### src/rtl/revaluate_pkg.sv
// rtl/revaluate_pkg.sv - shared slice geometry and FSM state type for the slice streamer
package revaluate_pkg;

  localparam int SLICE_W    = 25;
  localparam int NUM_SLICES = 64;
  localparam int STATE_W    = SLICE_W * NUM_SLICES;

  typedef enum logic [1:0] {
    IDLE   = 2'd0,
    STREAM = 2'd1,
    DONE   = 2'd2
  } stream_state_e;

  // Index width that stays legal for a degenerate single-slice state.
  function automatic int index_width(input int n);
    return (n > 1) ? $clog2(n) : 1;
  endfunction

endpackage

### src/rtl/revaluate_slice_mux.sv
// rtl/revaluate_slice_mux.sv - combinational pick of one slice out of the shadowed state
module revaluate_slice_mux #(
  parameter int SLICE_W    = revaluate_pkg::SLICE_W,
  parameter int NUM_SLICES = revaluate_pkg::NUM_SLICES,
  parameter int IDX_W      = revaluate_pkg::index_width(revaluate_pkg::NUM_SLICES)
) (
  input  logic [SLICE_W*NUM_SLICES-1:0] shadow,
  input  logic [IDX_W-1:0]              index,
  output logic [SLICE_W-1:0]            data
);

  always_comb begin
    data = '0;
    for (int k = 0; k < NUM_SLICES; k++) begin
      if (index == IDX_W'(k)) begin
        data = shadow[k*SLICE_W +: SLICE_W];
      end
    end
  end

endmodule

### src/rtl/revaluate_slice_streamer.sv
// rtl/revaluate_slice_streamer.sv - streams a captured state out one slice per handshake
// Optional slice_parity output when REVALUATE_SLICE_PARITY_EN is defined.
module revaluate_slice_streamer #(
  parameter int SLICE_W    = revaluate_pkg::SLICE_W,
  parameter int NUM_SLICES = revaluate_pkg::NUM_SLICES,
  localparam int IDX_W     = revaluate_pkg::index_width(NUM_SLICES)
) (
  input  logic                          clk,
  input  logic                          rst,
  input  logic                          load,
  input  logic [SLICE_W*NUM_SLICES-1:0] state_in,
  output logic                          slice_valid,
  input  logic                          slice_ready,
  output logic [SLICE_W-1:0]            slice_data,
  output logic [IDX_W-1:0]              slice_index,
  output logic                          slice_last,
  output logic                          busy,
  output logic                          done,
`ifdef REVALUATE_SLICE_PARITY_EN
  output logic                          slice_parity,
`endif
  output logic                          load_err
);

  import revaluate_pkg::*;

  localparam logic [IDX_W-1:0] LAST_IDX = IDX_W'(NUM_SLICES - 1);
  localparam logic [IDX_W-1:0] PREV_IDX = IDX_W'(NUM_SLICES - 2);

  stream_state_e                 state;
  logic [SLICE_W*NUM_SLICES-1:0] shadow;

  always_ff @(posedge clk or negedge rst) begin
    if (!rst) begin
      state       <= IDLE;
      shadow      <= '0;
      slice_index <= '0;
      slice_valid <= 1'b0;
      slice_last  <= 1'b0;
      busy        <= 1'b0;
      done        <= 1'b0;
      load_err    <= 1'b0;
    end else begin
      case (state)
        IDLE: begin
          if (load) begin
            shadow      <= state_in;
            slice_index <= '0;
            slice_valid <= 1'b1;
            slice_last  <= (NUM_SLICES == 1);
            busy        <= 1'b1;
            state       <= STREAM;
          end
        end
        STREAM: begin
          if (load) begin
            load_err <= 1'b1;
          end
          if (slice_ready) begin
            // The final slice leaves STREAM instead of wrapping the index.
            if (slice_index == LAST_IDX) begin
              slice_valid <= 1'b0;
              slice_last  <= 1'b0;
              done        <= 1'b1;
              state       <= DONE;
            end else begin
              slice_index <= slice_index + 1'b1;
              slice_last  <= (slice_index == PREV_IDX);
            end
          end
        end
        DONE: begin
          if (load) begin
            load_err <= 1'b1;
          end
          done  <= 1'b0;
          busy  <= 1'b0;
          state <= IDLE;
        end
        default: begin
          slice_valid <= 1'b0;
          slice_last  <= 1'b0;
          busy        <= 1'b0;
          done        <= 1'b0;
          state       <= IDLE;
        end
      endcase
    end
  end

  revaluate_slice_mux #(
    .SLICE_W    (SLICE_W),
    .NUM_SLICES (NUM_SLICES),
    .IDX_W      (IDX_W)
  ) u_slice_mux (
    .shadow (shadow),
    .index  (slice_index),
    .data   (slice_data)
  );

`ifdef REVALUATE_SLICE_PARITY_EN
  assign slice_parity = slice_valid & (^slice_data);
`endif

endmodule
### config.mk
export PLATFORM = sky130hd
export DESIGN_NAME = revaluate_slice_streamer
export DESIGN_NICKNAME = d
export VERILOG_FILES = /design/src/rtl/revaluate_pkg.sv /design/src/rtl/revaluate_slice_mux.sv /design/src/rtl/revaluate_slice_streamer.sv
export SDC_FILE = /design/constraint.sdc
export NUM_CORES = 2
export LEC_CHECK = 0
export BUFFER_PORTS_ARGS = -buffer_cell sky130_fd_sc_hd__buf_2
export CELL_PAD_IN_SITES_DETAIL_PLACEMENT = 1
export CELL_PAD_IN_SITES_GLOBAL_PLACEMENT = 1
export CORE_AREA = 4 4 645 647
export DETAILED_ROUTE_END_ITERATION = 16
export DIE_AREA = 0 0 649 651
export PLACE_DENSITY = 0.44
export SYNTH_ARGS = -nofsm -noshare
export SYNTH_HDL_FRONTEND = slang
export SYNTH_SLANG_ARGS = --single-unit
export TNS_END_PERCENT = 50
### constraint.sdc
create_clock -name clk -period 4.05 [get_ports clk]
set_input_delay 0.6075 -clock clk [delete_from_list [all_inputs] [get_ports clk]]
set_output_delay 0.6075 -clock clk [all_outputs]
set_load 0.01 [all_outputs]
==> metrics <==
startpoint types=register; minimum clock period=5.65 ns; sw frac=0.420; M2 GR Usage=0.464; routing usage on met1=0.365; die area=approximately 420000 um2; Comb power frac=0.354; Cells after Synth=around 9200; Post-DP Area=just over 100000 um2; flop2flop setup slack=1.09 ns; DR vias=89700; Crit. End Element=output port; CP arrival=5.04 ns; Leakage=0.0638 uW; Max VDD drop=~0.35 mV; Crit path max-delay family=compound AO/OA/AOI/OAI gates; Net Sw Power=33000 uW; Fin. Hold Viols=0; Synth top area share=0.541; synthesized area per cell=8.10 um2; Final nets=15100; area delta synth->final=70.7%; MaxCap Viol Count=0; Final Instance Area=roughly 130000 um2; Clock Power Share=0.252; GRT Max-Usage Layer=met2; Final Max Tran Viols=0; setup violators final=25; EDFF count, synth=0; most frequent cells in the layout=nand2_1, buf_2, dfrtp_1; H-tree depth reported by CTS=4; Setup WS post-layout=-1.60 ns; CTS root buffer=clkbuf_16; Worst Reg-to-Reg Cells=13; Iter 0 DRT Violations=7370; most frequently used flop master after synthesis=dfrtp_1; crit-path max FO=5; worst setup path start=slice_index[1]$_DFFE_PN0P_; fin cells=19200; placed cell count=around 17000; Worst-Margin Slew=around 1.1 ns; critical path cell sequence=buf_12, inv_8, ha_4, or3b_4, nor2_4, buf_12, buf_12, a221oi_4, o31ai_4, a31oi_4, o31a_1, nor4b_4, clkbuf_16, o41a_1, buf_2; Seq/Total Area, Yosys=0.541; clock-pin slew on the worst setup and hold paths=0.06 ns; total clock sinks=about 1600; Fillers=between 40000 and 50000; post-synthesis register bit count=~1600; worst skew pair latency=slightly above 0.9 ns; fmax=approximately 0.18 GHz; Slew HR=0.254; routability-driven placement congestion ratio=a little over 0.9; Area contributors post-synth=dfrtp_1, nand2_1, clkbuf_1; Ys Warns=0; cell mode on critical path=buf_12; hold path depth=3; commonest non-fill, non-tap cell in the layout=nand2_1; total CTS buffers=213; post-route ant nets=0; post-synthesis async set-or-reset flop share=1.00; total power=a little under 80000 uW; Initial Util=0.182; final global-route overflow total=0; Final Cycle Share=1.40; die width=649 um; clk buf depth=4; Synth cell types=103; Required @ worst endpoint=3.44 ns; share of layout cells above drive strength 1=0.280; first drt pass iteration count=6; boundary pin count=approximately 1600; Reg power frac=0.395; syn_nets=10800; failing checks=negative setup slack; FF-to-FF Start=slice_index[1]$_DFFE_PN0P_; status=finished with violations; average wire per standard cell=32.6 um; first-pass GRT wire length=839 mm; dpl ws=-2.02 ns; internal power=45600 uW; met3 usage=0.0392; P per Cell Area=618 nW/um2; die height=roughly 650 um; hold_sp=state_in[328]; Cell Rows=235; Synth Cell Area=between 70000 and 80000 um2; worst setup path category=reg -> out; class of the worst hold path=in -> reg; initial antenna violation count=88; HPWL Detailed=~500 mm; hold endpoint=shadow[328]$_DFFE_PN0P_; dominant cell type by area after synthesis=dfrtp_1; vias in the first global route=97000; reg2reg end=slice_index[5]$_DFFE_PN0P_; Buf/Inv on CP=6; slowest library cell on the worst path=nor4b_4; core area=around 400000 um2; largest net degree at the start of global routing=149; Post-Route WL=625 mm; skew final=0.0501 ns; CTS tree=built; vias per std cell=4.68; port bufs=roughly 1600; RSZ-0062 raised after global routing=yes; Worst path max stage delay=0.63 ns; overall global routing resource usage=0.286; drt drc=0
==> state kept, by name, indices dropped and copies added (netlist names) <==
| name | count |
|---|---|
| load_err | 1 |
| shadow | 1600 |
| busy | 1 |
| slice_last | 1 |
| slice_index | 6 |
| done | 1 |
| state | 2 |
| slice_valid | 1 |
==> stage by stage <==
step | hold slack [ns] | TNS [ns] | utilization
floorplan | 0.312 | 0 | -
global placement | 0.454 | -29.73 | 0.247
detailed placement | 0.462 | -29.01 | 0.247
CTS | 0.000230 | -36.96 | 0.307
global route | 0.0178 | -34.91 | 0.311
finish | 0.0836 | -32.29 | 0.311
==> Yosys cell counts, types with 9 or more instances <==
master,n
nand2_1,5052
dfrtp_1,1613
clkbuf_1,424
nor2_1,325
o22ai_1,190
a21oi_1,165
a221oi_1,153
o21ai_0,142
a22oi_1,103
nand3_1,93
buf_2,90
nor3_1,88
o211ai_1,54
o221ai_1,48
a31oi_1,35
a211oi_1,34
o31ai_1,29
and3_1,28
nor4_1,27
a2111oi_0,26
a221o_1,26
or3_1,26
o2111ai_1,25
o22a_1,23
buf_4,22
a222oi_1,20
a211o_1,18
nand4_1,18
nor2_2,18
inv_1,16
a22o_1,14
nand2b_1,14
a21o_1,11
or2_2,11
and3b_1,10
buf_6,9
nor2b_1,9
==> metal layers <==
metal	share of wire	wire length, um	up-vias
li1	-	-	39000
met1	0.42	265000	46300
met2	0.46	288000	3345
met3	0.048	30200	1073
met4	0.067	42000	24
met5	0.00025	159	-
==> power groups by stage <==
| stage | clock network (uW) | logic (uW) | registers (uW) |
|---|---|---|---|
| 6_report | 19800 | 27800 | 31000 |
| 5_1_grt | 20900 | 30100 | 31600 |
| 4_1_cts | 20200 | 27400 | 30800 |
| 3_5_place_dp | 0 | 25100 | 30900 |
| 3_3_place_gp | 0 | 24600 | 30900 |
| 2_1_floorplan | 0 | 11900 | 26900 |
==> final cells by class <==
cell class | instances | area [um2] | area share
timing repair buffer | 4628 | 38300 | 0.301
clock inverter | 62 | 726 | 0.00570
sequential | 1613 | 40400 | 0.317
multi-input combinational | 7018 | 34400 | 0.271
antenna | 52 | 130 | 0.00102
inverter | 16 | 67.6 | 0.000531
tap | 5451 | 6820 | 0.0536
clock buffer | 323 | 6410 | 0.0503
==> kinds of logic (layout without fill, tap and decap cells) <==
logic type / Yosys count / after routing / synth area share
adder cells (fa/ha/maj): 7 / 7 / 0.00117
flip-flops: 1613 / 1613 / 0.541
AO/OA/AOI/OAI: 1210 / 1210 / 0.117
other: 0 / 52 / 0
XOR/XNOR: 1 / 1 / 0.000117
multiplexers: 3 / 3 / 0.000470
AND/OR/NAND/NOR: 5797 / 5797 / 0.307
buffers and inverters: 572 / 5029 / 0.0326
==> timing repair <==
item	in CTS	in global routing
endpoints found under the hold margin	1590	0
resized for setup	319	210
setup buffers	50	66
hold buffers	1537	0
gates cloned	0	1
endpoints found under the setup margin	25	25
pin swaps	75	98
==> how the worst max path moves through the flow <==
stage,endpoint,depth (start not counted),slack (ns)
final,slice_data[3],15,-1.60
after detailed placement,slice_data[23],17,-2.02
after CTS,slice_data[8],19,-1.73
after global placement,slice_data[23],17,-2.10
after global routing,slice_data[8],18,-1.67
after floorplan,slice_data[2],13,0.61
==> worst min-delay path: cells and delay by family <==
family | cells | cell delay (ns)
and+or+nand+nor | 2 | 0.23
buffers and inverters | 1 | 0.09
No activity file was read; power rests on OpenSTA's default activity.
